--- src/rtl/multi_zone_parking_ctrl_if.sv ---
// Signal bundle between a parking lot controller and its gate hardware.
//   master : gate/sensor side. Drives entry_sensor, exit_sensor, exit_zone
//            and observes the gate and status outputs.
//   slave  : controller side. Consumes the sensors and drives entry_gate,
//            exit_gate, assigned_zone, assign_valid, entry_denied, exit_err,
//            zone_full, free_total, lot_full and lot_empty.
interface multi_zone_parking_ctrl_if #(
  parameter int ZONES    = 4,
  parameter int ZONE_CAP = 20
);
  localparam int ZW = (ZONES > 1) ? $clog2(ZONES) : 1;
  localparam int FW = $clog2(ZONES * ZONE_CAP + 1);

  logic          entry_sensor;
  logic          exit_sensor;
  logic [ZW-1:0] exit_zone;
  logic          entry_gate;
  logic          exit_gate;
  logic [ZW-1:0] assigned_zone;
  logic          assign_valid;
  logic          entry_denied;
  logic          exit_err;
  logic [ZONES-1:0] zone_full;
  logic [FW-1:0] free_total;
  logic          lot_full;
  logic          lot_empty;

  modport master (
    output entry_sensor, exit_sensor, exit_zone,
    input  entry_gate, exit_gate, assigned_zone, assign_valid, entry_denied,
           exit_err, zone_full, free_total, lot_full, lot_empty
  );

  modport slave (
    input  entry_sensor, exit_sensor, exit_zone,
    output entry_gate, exit_gate, assigned_zone, assign_valid, entry_denied,
           exit_err, zone_full, free_total, lot_full, lot_empty
  );
endinterface

--- src/rtl/multi_zone_parking_ctrl.sv ---
// Multi-zone parking lot controller.
// Tracks per-zone occupancy, allocates each admitted car to the lowest-index
// zone with space, and runs independent entry and exit barrier FSMs with a
// minimum gate-open time of GATE_CYCLES clocks.
// Ports:
//   clk   : clock, all state changes on the rising edge
//   reset : asynchronous, active-high
//   bus   : multi_zone_parking_ctrl_if.slave (sensors in, gates/status out)
module multi_zone_parking_ctrl #(
  parameter int ZONES       = 4,
  parameter int ZONE_CAP    = 20,
  parameter int GATE_CYCLES = 25000
) (
  input  logic clk,
  input  logic reset,
  multi_zone_parking_ctrl_if.slave bus
);

  localparam int ZW = (ZONES > 1) ? $clog2(ZONES) : 1;
  localparam int FW = $clog2(ZONES * ZONE_CAP + 1);
  localparam int CW = $clog2(ZONE_CAP + 1);
  localparam int TW = $clog2(GATE_CYCLES);

  localparam logic [CW-1:0] CAP   = CW'(ZONE_CAP);
  localparam logic [FW-1:0] TOTAL = FW'(ZONES * ZONE_CAP);
  localparam logic [TW-1:0] TLOAD = TW'(GATE_CYCLES - 1);

  typedef enum logic [1:0] {IDLE, OPEN, HOLD, DENY} gate_state_t;

  gate_state_t en_state, ex_state;
  logic [TW-1:0] en_timer, ex_timer;
  logic [CW-1:0] occ [ZONES];

  logic          entry_gate_r, exit_gate_r;
  logic [ZW-1:0] assigned_zone_r;
  logic          assign_valid_r, entry_denied_r, exit_err_r;

  logic [ZONES-1:0] zone_full_v;
  logic [FW-1:0]    free_sum;
  logic [ZW-1:0]    alloc_zone;
  logic             alloc_found;
  logic             exit_ok;
  logic             lot_full;
  logic             admit, release_car;
  logic [ZONES-1:0] inc_vec, dec_vec;

  // Status, allocation and exit validity all derive from registered counts,
  // so a release only becomes visible to admission one cycle later.
  always_comb begin
    zone_full_v = '0;
    free_sum    = '0;
    alloc_zone  = '0;
    alloc_found = 1'b0;
    exit_ok     = 1'b0;
    for (int unsigned z = 0; z < ZONES; z++) begin
      if (occ[z] == CAP) zone_full_v[z] = 1'b1;
      free_sum = free_sum + FW'(CAP - occ[z]);
      if (!alloc_found && occ[z] != CAP) begin
        alloc_zone  = ZW'(z);
        alloc_found = 1'b1;
      end
      // Out-of-range exit_zone values never match, so they read as invalid.
      if (bus.exit_zone == ZW'(z) && occ[z] != '0) exit_ok = 1'b1;
    end
  end

  assign lot_full    = (free_sum == '0);
  assign admit       = bus.entry_sensor && !lot_full &&
                       (en_state == IDLE || en_state == DENY);
  assign release_car = bus.exit_sensor && exit_ok && (ex_state == IDLE);

  always_comb begin
    inc_vec = '0;
    dec_vec = '0;
    for (int unsigned z = 0; z < ZONES; z++) begin
      inc_vec[z] = admit && (alloc_zone == ZW'(z));
      dec_vec[z] = release_car && (bus.exit_zone == ZW'(z));
    end
  end

  // A simultaneous admit and release on one zone cancel out.
  always_ff @(posedge clk or posedge reset) begin
    if (reset) begin
      for (int unsigned z = 0; z < ZONES; z++) occ[z] <= '0;
    end else begin
      for (int unsigned z = 0; z < ZONES; z++) begin
        if (inc_vec[z] && !dec_vec[z])      occ[z] <= occ[z] + CW'(1);
        else if (dec_vec[z] && !inc_vec[z]) occ[z] <= occ[z] - CW'(1);
      end
    end
  end

  // Entry FSM
  always_ff @(posedge clk or posedge reset) begin
    if (reset) begin
      en_state        <= IDLE;
      en_timer        <= '0;
      entry_gate_r    <= 1'b0;
      assigned_zone_r <= '0;
      assign_valid_r  <= 1'b0;
      entry_denied_r  <= 1'b0;
    end else begin
      assign_valid_r <= 1'b0;
      if (admit) begin
        en_state        <= OPEN;
        en_timer        <= TLOAD;
        entry_gate_r    <= 1'b1;
        entry_denied_r  <= 1'b0;
        assigned_zone_r <= alloc_zone;
        assign_valid_r  <= 1'b1;
      end else begin
        case (en_state)
          IDLE: if (bus.entry_sensor) begin
            en_state       <= DENY;
            entry_denied_r <= 1'b1;
          end
          DENY: if (!bus.entry_sensor) begin
            en_state       <= IDLE;
            entry_denied_r <= 1'b0;
          end
          OPEN: begin
            if (en_timer == '0) begin
              if (bus.entry_sensor) begin
                en_state <= HOLD;
              end else begin
                en_state     <= IDLE;
                entry_gate_r <= 1'b0;
              end
            end else begin
              en_timer <= en_timer - TW'(1);
            end
          end
          HOLD: if (!bus.entry_sensor) begin
            en_state     <= IDLE;
            entry_gate_r <= 1'b0;
          end
          default: begin
            en_state       <= IDLE;
            entry_gate_r   <= 1'b0;
            entry_denied_r <= 1'b0;
          end
        endcase
      end
    end
  end

  // Exit FSM
  always_ff @(posedge clk or posedge reset) begin
    if (reset) begin
      ex_state    <= IDLE;
      ex_timer    <= '0;
      exit_gate_r <= 1'b0;
      exit_err_r  <= 1'b0;
    end else begin
      exit_err_r <= 1'b0;
      case (ex_state)
        IDLE: if (bus.exit_sensor) begin
          if (exit_ok) begin
            ex_state    <= OPEN;
            ex_timer    <= TLOAD;
            exit_gate_r <= 1'b1;
          end else begin
            ex_state   <= DENY;
            exit_err_r <= 1'b1;
          end
        end
        DENY: if (!bus.exit_sensor) ex_state <= IDLE;
        OPEN: begin
          if (ex_timer == '0) begin
            if (bus.exit_sensor) begin
              ex_state <= HOLD;
            end else begin
              ex_state    <= IDLE;
              exit_gate_r <= 1'b0;
            end
          end else begin
            ex_timer <= ex_timer - TW'(1);
          end
        end
        HOLD: if (!bus.exit_sensor) begin
          ex_state    <= IDLE;
          exit_gate_r <= 1'b0;
        end
        default: begin
          ex_state    <= IDLE;
          exit_gate_r <= 1'b0;
        end
      endcase
    end
  end

  assign bus.entry_gate    = entry_gate_r;
  assign bus.exit_gate     = exit_gate_r;
  assign bus.assigned_zone = assigned_zone_r;
  assign bus.assign_valid  = assign_valid_r;
  assign bus.entry_denied  = entry_denied_r;
  assign bus.exit_err      = exit_err_r;
  assign bus.zone_full     = zone_full_v;
  assign bus.free_total    = free_sum;
  assign bus.lot_full      = lot_full;
  assign bus.lot_empty     = (free_sum == TOTAL);

endmodule
--- src/flat_wrapper.sv ---
// flat-port wrapper written by rule: the top's interface ports become plain ports
module multi_zone_parking_ctrl_flat 
#(
  parameter int ZONES       = 4,
  parameter int ZONE_CAP    = 20,
  parameter int GATE_CYCLES = 25000
)
  (clk, reset, bus_entry_sensor, bus_exit_sensor, bus_exit_zone, bus_entry_gate, bus_exit_gate, bus_assigned_zone, bus_assign_valid, bus_entry_denied, bus_exit_err, bus_zone_full, bus_free_total, bus_lot_full, bus_lot_empty);
  multi_zone_parking_ctrl_if #(.ZONES(ZONES), .ZONE_CAP(ZONE_CAP)) bus_i ();
  input  logic clk;
  input  logic reset;
  input wire logic [$bits(bus_i.entry_sensor)-1:0] bus_entry_sensor;
  input wire logic [$bits(bus_i.exit_sensor)-1:0] bus_exit_sensor;
  input wire logic [$bits(bus_i.exit_zone)-1:0] bus_exit_zone;
  output wire logic [$bits(bus_i.entry_gate)-1:0] bus_entry_gate;
  output wire logic [$bits(bus_i.exit_gate)-1:0] bus_exit_gate;
  output wire logic [$bits(bus_i.assigned_zone)-1:0] bus_assigned_zone;
  output wire logic [$bits(bus_i.assign_valid)-1:0] bus_assign_valid;
  output wire logic [$bits(bus_i.entry_denied)-1:0] bus_entry_denied;
  output wire logic [$bits(bus_i.exit_err)-1:0] bus_exit_err;
  output wire logic [$bits(bus_i.zone_full)-1:0] bus_zone_full;
  output wire logic [$bits(bus_i.free_total)-1:0] bus_free_total;
  output wire logic [$bits(bus_i.lot_full)-1:0] bus_lot_full;
  output wire logic [$bits(bus_i.lot_empty)-1:0] bus_lot_empty;
  assign bus_i.entry_sensor = bus_entry_sensor;
  assign bus_i.exit_sensor = bus_exit_sensor;
  assign bus_i.exit_zone = bus_exit_zone;
  assign bus_entry_gate = bus_i.entry_gate;
  assign bus_exit_gate = bus_i.exit_gate;
  assign bus_assigned_zone = bus_i.assigned_zone;
  assign bus_assign_valid = bus_i.assign_valid;
  assign bus_entry_denied = bus_i.entry_denied;
  assign bus_exit_err = bus_i.exit_err;
  assign bus_zone_full = bus_i.zone_full;
  assign bus_free_total = bus_i.free_total;
  assign bus_lot_full = bus_i.lot_full;
  assign bus_lot_empty = bus_i.lot_empty;
  multi_zone_parking_ctrl #(.ZONES(ZONES), .ZONE_CAP(ZONE_CAP), .GATE_CYCLES(GATE_CYCLES)) u_core (.clk(clk), .reset(reset), .bus(bus_i));
endmodule
--- config.mk ---
export PLATFORM = sky130hd
export DESIGN_NAME = multi_zone_parking_ctrl_flat
export DESIGN_NICKNAME = d
export VERILOG_FILES = /design/src/rtl/multi_zone_parking_ctrl_if.sv /design/src/rtl/multi_zone_parking_ctrl.sv /design/src/flat_wrapper.sv
export SDC_FILE = /design/constraint.sdc
export NUM_CORES = 1
export LEC_CHECK = 0
export ABC_CLOCK_PERIOD_IN_PS = 5950
export BUFFER_PORTS_ARGS = -buffer_cell sky130_fd_sc_hd__buf_2
export CAP_MARGIN = 20
export CELL_PAD_IN_SITES_DETAIL_PLACEMENT = 0
export CELL_PAD_IN_SITES_GLOBAL_PLACEMENT = 2
export CORE_ASPECT_RATIO = 1.75
export CORE_MARGIN = 5
export CORE_UTILIZATION = 39
export CTS_CLUSTER_DIAMETER = 100
export DETAILED_ROUTE_END_ITERATION = 8
export GPL_ROUTABILITY_DRIVEN = 0
export PLACE_DENSITY = 0.84
export SYNTH_ARGS = -nofsm -noshare
export SYNTH_HDL_FRONTEND = slang
export SYNTH_SLANG_ARGS = --single-unit
--- constraint.sdc ---
create_clock -name clk -period 5.95 [get_ports clk]
set_input_delay 0.8925 -clock clk [delete_from_list [all_inputs] [get_ports clk]]
set_output_delay 0.8925 -clock clk [all_outputs]
set_load 0.03 [all_outputs]
# Word-level counts from Yosys, hierarchy flattened
# Cells that the tools add are included.
# word_totals
word_cells	189
inputBits	6
register_bits	61
out_inout_bits	20
# classes
reduce_logical	69
n_mux	58
eq_ne	31
add_sub_neg	17
# ops
operator	count
$mux W15	6
$mux W5	8
$logic_not A15 Y1	2
$pmux W15 S2	1
$sub A15 B1 Y15 const B	2
$logic_and A1 B1 Y1	27
$mux W1	26
$mux W2	12
$sub A5 B5 Y6 const A	4
$add A7 B7 Y7	3
$add A5 B1 Y5 const B	4
$eq A5 B5 Y1 const B	4
$ne A5 B5 Y1 const B	4
$reduce_bool A5 Y1	4
$sub A5 B1 Y5 const B	4
$eq A2 B2 Y1 const B	8
$logic_not A1 Y1	12
$pmux W2 S3	2
$reduce_bool A2 Y1	6
$ne A3 B2 Y1 const B	3
$reduce_and A3 Y1	3
$reduce_bool A3 Y1	3
$eq A2 B1 Y1 const B	4
$logic_not A2 Y1	4
11 further kinds	19

# Logic depth before layout (Yosys ltp)
# depth
depth_word	17
depth_mapped	24

# Least setup slack after synthesis
# OpenSTA, ideal clock, no wires.
# synth_path
kind	register -> register
start	register u_core.occ[0] in the netlist's numbering
end	register u_core.occ[9] in the netlist's numbering
slack_ns	0.392
path_buffers	1
t_arrival_ns	5.433
period_less_slack_ns	5.558
path_stages_with_launch	25
cell_sequence	dfrtp_1 inv_1 ha_1 inv_1 fa_1 fa_1 inv_1 ha_1 inv_1 fa_1 nand2b_1 a21oi_1 xor2_1 or4_1 o21bai_1 buf_2 nor3_1 ha_1 inv_1 ha_1 a21o_1 a21oi_1 xnor2_1 nor2_1 xor2_1
# synth_between
elab_chain_cells	10
# synth_rtl
element	line_no	text
start: declaration	multi_zone_parking_ctrl.sv:32	logic [CW-1:0] occ [ZONES];
start signal: indexed assignment	multi_zone_parking_ctrl.sv:87	if (inc_vec[z] && !dec_vec[z]) occ[z] <= occ[z] + CW'(1);
start signal: indexed assignment	multi_zone_parking_ctrl.sv:88	else if (dec_vec[z] && !inc_vec[z]) occ[z] <= occ[z] - CW'(1);
$sub A5 B5 Y6 (*)	multi_zone_parking_ctrl.sv:57	free_sum = free_sum + FW'(CAP - occ[z]);
$add A7 B7 Y7 (*)	multi_zone_parking_ctrl.sv:57	
named net bus_free_total[5]	flat_wrapper.sv:22	output wire logic [$bits(bus_i.free_total)-1:0] bus_free_total;
$logic_not A7 Y1 (*)	multi_zone_parking_ctrl.sv:67	assign lot_full = (free_sum == '0);
$logic_not A1 Y1 (*)	multi_zone_parking_ctrl.sv:68	assign admit = bus.entry_sensor && !lot_full &&
$logic_and A1 B1 Y1 (*) (2 in series)	multi_zone_parking_ctrl.sv:68	
$logic_and A1 B1 Y1 (*)	multi_zone_parking_ctrl.sv:76	inc_vec[z] = admit && (alloc_zone == ZW'(z));
$logic_not A1 Y1	multi_zone_parking_ctrl.sv:88	
$logic_and A1 B1 Y1	multi_zone_parking_ctrl.sv:88	
$reduce_bool A2 Y1 (no source line)	-	
# The timed path passes the listed nets; every way through them passes the cells marked *.
# A chain may end at the register's enable or synchronous reset.

# Worst setup path after layout
# layout_path
start	register u_core.occ[0] in the netlist's numbering
end	register u_core.occ[9] in the netlist's numbering
# layout_between
elab_chain_cells	10
# layout_rtl
element	line_no
$sub A5 B5 Y6	multi_zone_parking_ctrl.sv:57
$add A7 B7 Y7	multi_zone_parking_ctrl.sv:57
$logic_not A7 Y1	multi_zone_parking_ctrl.sv:67
$logic_not A1 Y1	multi_zone_parking_ctrl.sv:68
$logic_and A1 B1 Y1 (2 in series)	multi_zone_parking_ctrl.sv:68
$logic_and A1 B1 Y1	multi_zone_parking_ctrl.sv:76
$logic_not A1 Y1	multi_zone_parking_ctrl.sv:88
$logic_and A1 B1 Y1	multi_zone_parking_ctrl.sv:88
$reduce_bool A2 Y1 (no source line)	-
# Several ways; a longest one is shown, not always the timed one.

==> implementation parameters <==
Parameter                              Value

Clock network
  CTS tree    yes
  Cts bufs inserted    9
  Clock root buffer    clkbuf_16
  Bufs on Longest Clock Path    2
  Clk sinks    61
  Reg clk slew, reported paths    0.06 ns
  CTS H-Tree Depth    3
  Clock latency on the worst-skew pair    0.33 ns
  Number of hold buffers added after cts    0
  Number of resized instances in the post-cts repair step    0
  Post-CTS Setup Inserts    0

GRT
  Initial antenna violation count    0
  Pin count of the biggest net entering global routing    62
  Total global routing overflow    0
  Wire length of the first global-routing pass    17500 µm
  Global router's overall resource usage    15.4%
  Vias in the first global route    3666

Synth
  Simple-Gate Fraction of Synth Area    18.2%
  Cell types occupying the most area after synthesis    dfrtp_1 (34%), ha_1 (10%), fa_1 (7.1%)
  Synth Net Count    544
  Number of synthesized register bits    61
  Portion of netlist area occupied by mux cells    1.68%
  Post-synth top area cell    dfrtp_1
  Main flop type after synthesis    dfrtp_1
  Synth cell types    51
  Syn Inst Count    485
  Post-Synthesis Cell Area    4530 µm²
  Part of the Yosys area used for sequential elements    33.7%
  Async SR Flop Fraction    100%
  Syn. warnings    0
  Xor/xnor cell area share of the yosys netlist    9.86%
  Combinational family with the most area after synthesis    simple AND/OR/NAND/NOR gates
  Complex-gate fraction of the synthesized area    13.2%
  Most repeated cell in the gate-level netlist after synthesis    dfrtp_1
  Post-Syn Area per Cell    9.34 µm²
  Adder-cell share of the synthesized area    17.3%
  Yosys top cell area share    33.7%
  List of most frequent post-synthesis cells    dfrtp_1 (61), inv_1 (55), ha_1 (37)
  Number of enable-type register cells in the synthesized netlist    0

Cells and area
  Area of all sequential standard cells    1530 µm²
  Area delta synth->final    12.7%
  Share of cells above drive strength 1    11.0%
  Fill cells    1135
  Footprint of the multi-input gates    2730 µm²
  Antenna cell count    0
  NumNets Final    570

Detailed routing
  Via-per-instance ratio    5.37
  Violation count after the first detailed-route iteration    96
  WL final    9950 µm
  Remaining design rule violation count    0
  Vias    3496
  Initial DRT Pass Iterations    4
  Routed wire length per instance    15.3 µm
  Count of nets left with antenna violations after detail routing    0

Setup path
  Arrival time at the worst endpoint    5.71 ns
  Category of the worst setup path launch point    register
  Largest fanout of any net on the critical path    5
  Element type at the critical path end    register
  Required time worst endpoint    6.16 ns
  Worst Path Class, Setup    reg -> reg

Timing
  Relative slew slack    40.5%
  Final min period    5.51 ns
  Unrepaired setup endpoints after global routing    no
  Share of the clock period used by the worst path after layout    92.5%
  Achievable Freq    0.182 GHz
  Number of hold-slack violations in the final timing report    0
  Total of endpoints with negative setup slack in the final report    0
  Final sum of negative setup slack    0 ns
  Slew at the pin closest to its max-slew limit    0.893 ns
  Number of pins with negative max-slew slack in the final report    0
  Clock Skews    0.00344 ns

Status
  Result of the run    finished clean

Placement
  Detailed placement HPWL    7590 µm
  # port buffers    25

Floorplan
  Total die area    14000 µm²
  Die H    153 µm
  Initial core utilization    39.4%
  Total I/O pin count    26
  Die outline width    91.5 µm
  Placeable core region    11500 µm²
  Floorplan row count    52

Min path
  Worst hold path type    reg -> reg

Run
  Maximum Capacitance Violations    0
-- worst max-delay path, cell delays in order, from the launching register on --
cell	delay (ns)
dfrtp_1	0.46
inv_1	0.11
ha_1	0.29
inv_1	0.05
fa_1	0.52
fa_1	0.49
inv_1	0.07
ha_1	0.18
inv_1	0.06
fa_1	0.39
nand2b_1	0.16
a21oi_1	0.18
xor2_1	0.12
or4_1	0.54
o21bai_1	0.16
buf_4	0.16
nor3_1	0.07
ha_1	0.24
inv_1	0.13
ha_1	0.28
a21o_1	0.19
a21oi_1	0.18
xnor2_1	0.14
nor2_1	0.06
xor2_1	0.14
-- stage by stage --
stage                     cell area [µm²]  instances  setup WS (ns)  utilization [%]  hold WS, ns
after floorplan                      4530        485          0.392                -        0.473
after global placement               4780        635          0.446             41.5        0.487
after detailed placement             4780        635          0.392             41.5        0.489
after CTS                            5110        651          0.396             44.4        0.502
after global routing                 5110        651         0.0958             44.4        0.524
final                                5110        651          0.445             44.4        0.495
-- cells by family (layout without fill, tap and decap cells) --
group                    after synthesis  after routing
adder cells (fa/ha/maj)               53             53
XOR/XNOR                              51             51
AO/OA/AOI/OAI                         90             90
flip-flops                            61             61
AND/OR/NAND/NOR                      154            154
multiplexers                           7              7
buffers and inverters                 69            100
-- sequential cells by signal (all words and copies together), names as in the netlist --
name and flops:
u_core.ex_state 2, u_core.ex_timer 15, u_core.bus.entry_denied 1, u_core.bus.exit_err 1, u_core.bus.exit_gate 1, u_core.bus.entry_gate 1
u_core.occ 20, u_core.en_timer 15, u_core.bus.assigned_zone 2, u_core.bus.assign_valid 1, u_core.en_state 2
-- final timing paths --
check | slack [ns] | depth (start not counted) | startpoint | end
worst max-delay path | 0.44 | 24 | u_core.occ[0]$_DFFE_PP0P_ | u_core.occ[9]$_DFFE_PP0P_
worst min-delay path | 0.50 | 1 | u_core.bus.assigned_zone[0]$_DFFE_PP0P_ | u_core.bus.assigned_zone[0]$_DFFE_PP0P_
worst max register to register | 0.44 | 24 | u_core.occ[0]$_DFFE_PP0P_ | u_core.occ[9]$_DFFE_PP0P_
worst min register to register | 0.50 | 1 | u_core.bus.assigned_zone[0]$_DFFE_PP0P_ | u_core.bus.assigned_zone[0]$_DFFE_PP0P_
max in group asynchronous | 4.62 | 3 | reset | u_core.occ[18]$_DFFE_PP0P_
min in group asynchronous | 0.79 | 3 | reset | u_core.en_timer[6]$_DFFE_PP0P_
-- layout make-up --
class,instances,share of cell area (%)
Multi-Input combinational cell,355,53.4
Sequential cell,61,29.9
Timing Repair Buffer,29,3.04
Clock inverter,7,1.93
Clock buffer,9,4.41
Inverter,55,4.04
Tap cell,135,3.31
-- metal layers --
layer  share of wire, %  global-route usage [%]  up-vias
met3                2.7                    2.96       20
met4                3.5                    7.70        0
met1                 41                    17.1     1717
met2                 52                    27.6       38
li1                   -                       -     1721
met5                  0                       0        -
-- placed cells by master, fill, tap and decap left out, types with 19 or more instances in the layout --
cell type	n
dfrtp_1	61
nand2_1	28
xor2_1	19
inv_1	54
o21ai_0	19
xnor2_1	32
buf_2	25
a21oi_1	24
ha_1	37
nor2_1	36
Power is left out: the tool's default activity adds up to more than one toggle a clock period on the data nets, which glitch-free logic cannot reach.
